<file path="config.mk">
export PLATFORM = sky130hd
export DESIGN_NAME = pc_fetch
export DESIGN_NICKNAME = d
export VERILOG_FILES = /design/src/rtl/pc_fetch.sv
export SDC_FILE = /design/constraint.sdc
export NUM_CORES = 1
export LEC_CHECK = 0
export ABC_CLOCK_PERIOD_IN_PS = 5800
export CAP_MARGIN = 20
export CORE_MARGIN = 3
export CORE_UTILIZATION = 45
export DETAILED_ROUTE_END_ITERATION = 16
export MAX_ROUTING_LAYER = met4
export PLACE_DENSITY = 0.82
export RECOVER_POWER = 100
export SLEW_MARGIN = 20
export SYNTH_ARGS = -nofsm -noshare
export SYNTH_HDL_FRONTEND = slang
export SYNTH_SLANG_ARGS = --single-unit
export TNS_END_PERCENT = 20
</file>
<file path="constraint.sdc">
create_clock -name clk -period 5.8 [get_ports clk]
set_input_delay 1.74 -clock clk [delete_from_list [all_inputs] [get_ports clk]]
set_output_delay 1.74 -clock clk [all_outputs]
set_load 0.02 [all_outputs]
</file>
<file path="src/rtl/pc_fetch.sv">
// pc_fetch: architectural PC register and single-outstanding instruction-fetch sequencer.
// Latency: best case 4 cycles per instruction (REQ, WAIT, OUT, EXEC); each extra cycle of
// gnt/rvalid/inst_ready/npc_valid latency adds one. Backpressure: inst held stable until inst_ready.
module pc_fetch #(
  parameter logic [31:0] RESET_PC = 32'h0000_0000
) (
  input  logic        clk,
  input  logic        rst_n,
  output logic        imem_req,
  output logic [31:0] imem_addr,
  input  logic        imem_gnt,
  input  logic        imem_rvalid,
  input  logic [31:0] imem_rdata,
  output logic        inst_valid,
  output logic [31:0] inst,
  output logic [31:0] inst_pc,
  input  logic        inst_ready,
  input  logic        npc_valid,
  input  logic [31:0] npc,
  output logic        misalign,
  output logic [31:0] retired
);

  typedef enum logic [2:0] {
    RST  = 3'd0,
    REQ  = 3'd1,
    WAIT = 3'd2,
    OUT  = 3'd3,
    EXEC = 3'd4,
    HALT = 3'd5
  } state_t;

  state_t      state;
  logic [31:0] pc;

  // A next PC is only usable when it is word aligned; anything else stops fetch.
  logic npc_aligned;
  assign npc_aligned = (npc[1:0] == 2'b00);

  // The address bus always carries the PC; the memory only looks at it while imem_req is high.
  assign imem_addr = pc;

  // Fetch sequencer: one instruction in flight, outputs registered alongside the state.
  always_ff @(posedge clk) begin
    if (!rst_n) begin
      state      <= RST;
      pc         <= RESET_PC;
      inst       <= 32'h0;
      inst_pc    <= 32'h0;
      retired    <= 32'h0;
      misalign   <= 1'b0;
      imem_req   <= 1'b0;
      inst_valid <= 1'b0;
    end else begin
      case (state)
        RST: begin
          state    <= REQ;
          imem_req <= 1'b1;
        end

        // Hold the request (and address) until the memory grants it; rvalid is not looked at.
        REQ: begin
          if (imem_gnt) begin
            state    <= WAIT;
            imem_req <= 1'b0;
          end
        end

        // Capture the returned word together with the PC it was fetched from.
        WAIT: begin
          if (imem_rvalid) begin
            inst       <= imem_rdata;
            inst_pc    <= pc;
            inst_valid <= 1'b1;
            state      <= OUT;
          end
        end

        // Present to decode; npc_valid here belongs to nobody and is dropped.
        OUT: begin
          if (inst_ready) begin
            inst_valid <= 1'b0;
            state      <= EXEC;
          end
        end

        // Wait for the next PC; a misaligned target freezes pc/retired and stops fetch for good.
        EXEC: begin
          if (npc_valid) begin
            if (npc_aligned) begin
              pc       <= npc;
              retired  <= retired + 32'd1;
              imem_req <= 1'b1;
              state    <= REQ;
            end else begin
              misalign <= 1'b1;
              state    <= HALT;
            end
          end
        end

        // Parked until reset; misalign stays set.
        HALT: begin
          state <= HALT;
        end

        default: begin
          state      <= RST;
          imem_req   <= 1'b0;
          inst_valid <= 1'b0;
        end
      endcase
    end
  end

endmodule
</file>
# --- Yosys cells after proc, flatten, opt, wreduce, memory -nomap -nowiden ---
# Index checks and enable logic that the tools add are counted.
totals:
  regBits: 134
  inputBits: 70
  output_inout_bits: 131
  elab_cells: 45
op_classes:
  addsub: 1
  eq_ne: 10
  n_mux: 13
  n_bitwise: 3
  reduce_logical: 10
op_table:
  columns: ["operator", "n"]
  rows:
  - ["$add A32 B1 Y32 const B", 1]
  - ["$pmux W3 S6", 1]
  - ["$mux W3", 5]
  - ["$ne A2 B2 Y1 const B", 5]
  - ["$reduce_and A3 Y1", 3]
  - ["$reduce_and A4 Y1", 2]
  - ["$eq A3 B2 Y1 const B", 2]
  - ["$eq A3 B3 Y1 const B", 2]
  - ["$mux W1", 5]
  - ["$pmux W1 S4", 1]
  - ["$reduce_or A4 Y1", 1]
  - ["$eq A3 B1 Y1 const B", 1]
  - ["$logic_not A3 Y1", 1]
  - ["$not A1 Y1", 3]
  - ["$pmux W1 S3", 1]
  - ["$reduce_or A3 Y1", 1]
  - ["$logic_not A2 Y1", 1]
  - ["$reduce_and A2 Y1", 1]

# --- Depth between registers and ports, before layout ---
# Gate-level depths: netlist (run 1).
logic_depth:
  ltp_word: 4
  mapped_depth: 7
  ltp_nobuf: 5

# --- Worst setup path after synthesis (run 1) ---
# OpenSTA, ideal clock, no wires.
synth_timing:
  path_kind: "in2reg"
  start: "input port npc[0]"
  end: "register retired[9]"
  arrival_ns: 3.144
  setup_slack_ns: 2.585
  path_stages: 4
  path_cell_list: "or4b_2 -> nor3_1 -> and4_2 -> mux2i_1"
synth_via:
  elab_chain_len: 2
synth_lines:
  columns: ["element", "line_no", "source"]
  rows:
  - ["start, declared", "19", "input logic [31:0] npc,"]
  - ["$logic_not A2 Y1", "38", "assign npc_aligned = (npc[1:0] == 2'b00);"]
  - ["$reduce_and A3 Y1 (no source line)", null, null]
  - ["end signal, assigned", "92", "retired <= retired + 32'd1;"]
  - ["end, declared", "21", "output logic [31:0] retired"]
# No other way between the ends.
# A chain may end at the register's enable or synchronous reset.

# --- Worst setup path after layout (run 1) ---
layout_timing:
  start: "input port imem_rvalid"
  end: "register inst_pc[6]"
layout_via:
  elab_chain_len: 1
layout_lines:
  columns: ["element", "line_no", "source"]
  rows:
  - ["start, declared", "12", "input logic imem_rvalid,"]
  - ["$reduce_and A2 Y1 (no source line)", null, null]
  - ["end signal, assigned", "73", "inst_pc <= pc;"]
  - ["end, declared", "16", "output logic [31:0] inst_pc,"]
# No other way between the ends.

==> results.py, run 1 <==
metrics = {
    "drt": {
        "avgRoutedWirePerCell_um": 16.0,
        "vias": 5213,
        "drc": 0,
        "drtAntennaViolNets": 0,
        "wl_mm": 15.6,
        "drt_first_pass_iters": 5,
        "via_per_inst": 5.34,
        "dr.first_iter.drc_count": 315,
    },
    "power": {
        "cellInternalPower_w": 0.00171,
        "p_leak_nw": 3.05,
        "ir_worst_vdd_mv": 0.235,
        "pwr-share-seq_pct": 43.4,
        "power_w": 0.00216,
        "switching_power_w": 0.000450,
        "p_per_area_nw_per_um2": 275,
        "p_comb_share_pct": 5.4,
        "p_clk_share_pct": 51.2,
        "p_sw_share_pct": 20.8,
    },
    "timing": {
        "rsz0062_at_grt": "no",
        "fin_setup_tns_ns": 0,
        "setup-violations-final": 0,
        "finalWorstPathRequiredPeriod_ns": 4.48,
        "drv_slew": 88,
        "fmax_mhz": 223,
        "slew-limit-headroom_pct": -61.0,
        "worst_slew_pin_slew_ns": 2.42,
        "min_period_over_period_pct": 77.3,
        "finClkSkew_ns": 0.00794,
        "whs_ns": 0.452,
        "hold_violations": 0,
    },
    "place": {
        "gp_congestion": 0.897,
        "dp.cells": 944,
        "port_buffers": 200,
        "dp_hpwl_mm": 10.7,
    },
    "worst_setup_path": {
        "crit_fanout": 32,
        "cp_data_required_time_ns": 6.14,
        "endpoint_kind": "flip-flop",
        "crit_family": "simple AND/OR/NAND/NOR gates",
        "critPathBufInv": 2,
        "worstSetupPathType": "in2reg",
        "worstSetupStartpointType": "primary input",
        "max_stage_delay_ns": 1.59,
        "critical_path.cell_chain": "dlygate4sd3_1, nand3b_1, nor2_1, clkbuf_1, nand2_1, a21oi_1",
        "cp.arrival_ns": 4.82,
        "slowest_stage": "nor2_1",
    },
    "outcome": {
        "outcome": "finished, violations left",
        "violations": "capacitance limit, slew limit",
    },
    "final_layout": {
        "fill_cells": 891,
        "final_nets": 894,
        "synthToLayoutAreaGrowth_pct": 50.2,
        "drive_gt1_share_pct": 5.62,
        "fin_cells": 976,
        "n_antenna_cell": 0,
        "post-route-util_pct": 70.9,
    },
    "global_route": {
        "grt_pass1_wl_mm": 25.3,
        "grt-ovfl-total": 0,
        "grt_antenna_before_repair": 0,
        "grt_max_degree": 73,
        "track_usage_pct": 24.9,
        "grt_pass1_vias": 5164,
    },
    "die": {
        "initial_core_util_pct": 47.2,
        "pin_count": 201,
        "fp.dieArea_um2": 12900,
        "die_x_um": 114,
        "fp-row-count": 38,
        "die_h_um": 114,
        "core-area_um2": 11100,
    },
    "yosys": {
        "yosysUniqueCellTypes": 49,
        "yosys_warnings": 0,
        "synth_edf_count": 0,
        "synthArstFlopShare_pct": 0,
        "ys_ff_latch": 134,
        "syn_inst": 638,
        "synthesis.nets": 709,
        "synth_flop_cell": "dfxtp_1",
        "synth_top_area_share_pct": 51.3,
        "yosys-top-cells-area": "dfxtp_1, nand2_1, a21oi_1",
        "syn-cell-area_um2": 5230,
        "syn_area_per_cell_um2": 8.19,
        "ys_seq_area_share_pct": 51.3,
        "yosysTopAreaCell": "dfxtp_1",
    },
    "clock_network": {
        "clkSlewWorstSetupHoldPaths_ns": 0.05,
        "h-tree-depth": 4,
        "clock-sinks": 134,
        "cts_tree": "yes",
        "clock_latency_ns": 0.42,
        "postCtsHoldBufs": 0,
        "cts_made_buffers": 17,
        "cts_resized": 0,
        "root_buffer": "clkbuf_16",
        "post_cts_buffers": 0,
        "cts_buffer_depth": 2,
    },
    "hold_path": {
        "min_path_type": "reg2reg",
    },
    "run": {
        "drv_cap": 2,
    },
}
layout by cell type (no fill, tap or decap), types with 6 or more instances in the layout:
cell type / n
clkdlybuf4s50_1: 66
or4_1: 13
a21oi_1: 115
dlygate4sd3_1: 134
nand4_1: 9
clkbuf_1: 7
nand2_1: 206
nand2b_1: 6
nand3_1: 11
nor2_1: 17
clkbuf_16: 17
dfxtp_1: 134
o21ai_0: 6
o31ai_1: 13
Yosys cell counts, types with 2 or more instances:
library cell and count:
a21o_1 2, a21oi_1 115, and2_1 2, and3_1 2, and3_2 3, and4_1 3, and4_2 4, buf_2 4
clkbuf_1 32, clkbuf_8 3, dfxtp_1 134, inv_1 2, mux2i_1 3, nand2_1 206, nand2b_1 6, nand3_1 11
nand4_1 8, nand4_2 3, nor2_1 17, nor2b_1 4, nor3_1 2, nor3b_1 2, nor4_1 4, o21ai_0 6
o311ai_0 2, o31ai_1 13, o41ai_1 2, or3_1 4, or4_1 13, xnor2_1 4, xor2_1 4
final cells by class:
class                           count  area [µm²]  share of cell area, %
Sequential cell                   134        2680                   34.2
Multi-Input combinational cell    461        2340                   29.8
Timing Repair Buffer              206        2030                   25.9
Clock buffer                       24         492                   6.26
Tap cell                          140         175                   2.23
Clock inverter                      8         120                   1.53
Inverter                            3        12.5                  0.159
worst reg2reg max path: cells and delay by family, from the launching register on:
family	cells	cell delay, ns
and+or+nand+nor	3	1.93
DFF	1	0.56
buffers and inverters	1	0.52
AOI/OAI and AO/OA	1	0.14
kinds of logic (layout without fill, tap and decap cells):
group           after synthesis  count (layout)  share of synthesized area, %
compound gates              144             144                          15.1
flops                       134             134                          51.3
mux                           3               3                         0.574
buf+inv                      43             241                          3.90
xor+xnor                      8               8                          1.34
fa+ha+maj                     1               1                         0.239
simple gates                305             305                          27.6
per-layer routing:
| metal | track usage (%) | routed length (µm) | vias up |
|---|---|---|---|
| li1 | - | - | 2565 |
| met1 | 28.4 | 6190 | 2459 |
| met2 | 42.3 | 8140 | 171 |
| met3 | 7.21 | 1100 | 18 |
| met4 | 8.16 | 189 | 0 |
| met5 | - | 0 | - |
per-stage QoR:
step / instance area, µm² / setup slack [ns]
3_5_place_dp: 7270 / 1.72
5_1_grt: 7850 / 0.940
2_1_floorplan: 5230 / 2.58
4_1_cts: 7880 / 2.14
3_3_place_gp: 7270 / 1.78
6_report: 7850 / 1.32
power by group through the flow:
stage	Clock, W	Sequential, W	Combinational (W)
6_report	0.00111	0.000938	0.000116
5_1_grt	0.00115	0.000939	0.000126
4_1_cts	0.00112	0.000938	0.000120
3_5_place_dp	0	0.000958	0.000119
3_3_place_gp	0	0.000957	0.000117
2_1_floorplan	0	0.000962	0.0000434
state kept, by name, indices dropped and copies added, names as in the netlist:
register    flops
imem_addr      32
inst           32
inst_pc        32
retired        32
state           3
imem_req        1
inst_valid      1
misalign        1
worst paths after layout:
path / startpoint / to / cells past startpoint / slack [ns]
hold reg to reg: inst_pc[23]$_SDFFE_PN0P_ / inst_pc[23]$_SDFFE_PN0P_ / 2 / 0.45
hold / removal: inst_pc[23]$_SDFFE_PN0P_ / inst_pc[23]$_SDFFE_PN0P_ / 2 / 0.45
setup / recovery: imem_rvalid / inst_pc[6]$_SDFFE_PN0P_ / 6 / 1.32
setup reg to reg: state[1]$_SDFFE_PN0P_ / inst_pc[6]$_SDFFE_PN0P_ / 5 / 2.58
(Power assumes the default switching activity.)
==> run 2: changes to the inputs <==
--- a/config.mk
+++ b/config.mk
@@ -5,13 +5,13 @@
 export SDC_FILE = /design/constraint.sdc
 export NUM_CORES = 1
 export LEC_CHECK = 0
-export ABC_CLOCK_PERIOD_IN_PS = 5800
+export ABC_CLOCK_PERIOD_IN_PS = 4600
 export CAP_MARGIN = 20
 export CORE_MARGIN = 3
-export CORE_UTILIZATION = 45
+export CORE_UTILIZATION = 44
 export DETAILED_ROUTE_END_ITERATION = 16
 export MAX_ROUTING_LAYER = met4
-export PLACE_DENSITY = 0.82
+export PLACE_DENSITY = 0.8
 export RECOVER_POWER = 100
 export SLEW_MARGIN = 20
 export SYNTH_ARGS = -nofsm -noshare
==> constraint.sdc (replaced) <==
create_clock -name clk -period 4.6 [get_ports clk]
set_input_delay 1.38 -clock clk [delete_from_list [all_inputs] [get_ports clk]]
set_output_delay 1.38 -clock clk [all_outputs]
set_load 0.02 [all_outputs]
==> run 2 against run 1 <==
  * Non-clock buffer count grew 1
  * Global-route usage is 0.23 points lower
  * The flow now finishes without violations
  * Largest cell class unchanged
  * Hold slack got worse by 0.0027 ns
==> results.py, run 2 (synthesis results as in run 1) <==
metrics = {
    "outcome": {
        "outcome": "finished, final reports clean",
    },
    "global_route": {
        "grt-ovfl-total": 0,
        "grt_antenna_before_repair": 0,
        "grt_max_degree": 65,
        "grt_pass1_vias": 5214,
        "grt_pass1_wl_mm": 25.3,
        "track_usage_pct": 24.7,
    },
    "timing": {
        "finalWorstPathRequiredPeriod_ns": 3.73,
        "drv_slew": 0,
        "finClkSkew_ns": 0.00920,
        "worst_slew_pin_slew_ns": 1.18,
        "slew-limit-headroom_pct": 21.6,
        "fin_setup_tns_ns": 0,
        "hold_violations": 0,
        "fmax_mhz": 268,
        "setup-violations-final": 0,
        "min_period_over_period_pct": 81.0,
        "postLayoutSetupSlackWorst_ns": 0.875,
        "rsz0062_at_grt": "no",
    },
    "power": {
        "switching_power_w": 0.000558,
        "p_clk_share_pct": 48.9,
        "p_comb_share_pct": 5.8,
        "p_leak_nw": 3.03,
        "p_per_area_nw_per_um2": 332,
        "p_sw_share_pct": 21.4,
        "pwr-share-seq_pct": 45.4,
        "ir_worst_vdd_mv": 0.216,
        "cellInternalPower_w": 0.00205,
        "power_w": 0.00261,
    },
    "clock_network": {
        "cts_made_buffers": 17,
        "postCtsHoldBufs": 0,
        "cts_resized": 0,
        "root_buffer": "clkbuf_16",
        "cts_buffer_depth": 2,
        "post_cts_buffers": 0,
        "cts_tree": "yes",
        "clock-sinks": 134,
        "clock_latency_ns": 0.41,
        "h-tree-depth": 4,
        "clkSlewWorstSetupHoldPaths_ns": 0.05,
    },
    "worst_setup_path": {
        "critical_path.cell_chain": "dlygate4sd3_1, nor4b_4, nand4_1, or4_1, a21oi_1",
        "worstSetupPathType": "in2reg",
        "max_stage_delay_ns": 0.72,
        "cp.arrival_ns": 4.05,
        "crit_family": "simple AND/OR/NAND/NOR gates",
        "worstSetupStartpointType": "primary input",
        "endpoint_kind": "flip-flop",
        "critPathBufInv": 1,
        "crit_fanout": 18,
        "cp_data_required_time_ns": 4.92,
        "slowest_stage": "or4_1",
    },
    "drt": {
        "dr.first_iter.drc_count": 398,
        "drtAntennaViolNets": 0,
        "drt_first_pass_iters": 5,
        "wl_mm": 16.0,
        "drc": 0,
        "vias": 5313,
        "avgRoutedWirePerCell_um": 16.3,
        "via_per_inst": 5.42,
    },
    "final_layout": {
        "final_nets": 895,
        "post-route-util_pct": 68.1,
        "fin_area_um2": 7840,
        "synthToLayoutAreaGrowth_pct": 50.0,
        "drive_gt1_share_pct": 5.85,
        "layout_common_cells": "nand2_1, dfxtp_1, dlygate4sd3_1, a21oi_1, clkdlybuf4s50_1",
        "n_antenna_cell": 0,
        "layout_commonest_cell": "nand2_1",
    },
    "place": {
        "gp_congestion": 0.849,
        "port_buffers": 200,
        "place_area_um2": 7300,
        "dp_hpwl_mm": 11.1,
        "post-place-ws_ns": 0.835,
    },
    "die": {
        "die_h_um": 115,
        "initial_core_util_pct": 45.4,
        "fp.dieArea_um2": 13200,
        "core-area_um2": 11500,
        "fp-row-count": 39,
        "die_x_um": 115,
        "pin_count": 201,
    },
    "run": {
        "drv_cap": 0,
    },
    "hold_path": {
        "min_path_type": "reg2reg",
    },
}
-- run 2: tightest hold or removal path, delay by kind of cell (launching register included) --
family	cells	cell delay (ns)
AO/OA/AOI/OAI	1	0.05
flip-flops	1	0.30
AND/OR/NAND/NOR	1	0.05
-- run 2: final timing paths --
check	start	to	slack (ns)	cells past startpoint
worst max-delay path	npc[0]	retired[26]$_SDFFE_PN0P_	0.87	5
worst min-delay path	inst_pc[4]$_SDFFE_PN0P_	inst_pc[4]$_SDFFE_PN0P_	0.45	2
worst max register to register	state[2]$_SDFFE_PN0P_	retired[26]$_SDFFE_PN0P_	2.07	4
worst min register to register	inst_pc[4]$_SDFFE_PN0P_	inst_pc[4]$_SDFFE_PN0P_	0.45	2
-- run 2: layer usage --
layer | part of all wire, % | GRT usage (%) | up-vias
met4 | 2.2 | 9.94 | 0
met1 | 40 | 28.4 | 2507
met2 | 51 | 41.2 | 205
met3 | 6.1 | 6.26 | 28
met5 | 0 | - | -
li1 | - | - | 2573
-- run 2: per-stage QoR --
| step | hold slack [ns] | cells |
|---|---|---|
| 2_1_floorplan | 0.532 | 638 |
| 3_3_place_gp | 0.441 | 947 |
| 3_5_place_dp | 0.446 | 948 |
| 4_1_cts | 0.454 | 980 |
| 5_1_grt | 0.471 | 980 |
| 6_report | 0.449 | 980 |
-- run 2: cell type report --
cell class / count / area [µm²]
Sequential cell: 134 / 2680
Fill cell: 929 / 3670
Multi-Input combinational cell: 461 / 2340
Inverter: 3 / 12.5
Clock inverter: 8 / 72.6
Tap cell: 143 / 179
Clock buffer: 24 / 492
Timing Repair Buffer: 207 / 2070
-- run 2: power by group through the flow --
stage	logic, W	registers [W]	clock network, W
after floorplan	0.0000547	0.00121	0
after global placement	0.000150	0.00121	0
after detailed placement	0.000154	0.00121	0
after CTS	0.000155	0.00118	0.00130
after global routing	0.000162	0.00118	0.00134
final	0.000150	0.00118	0.00127
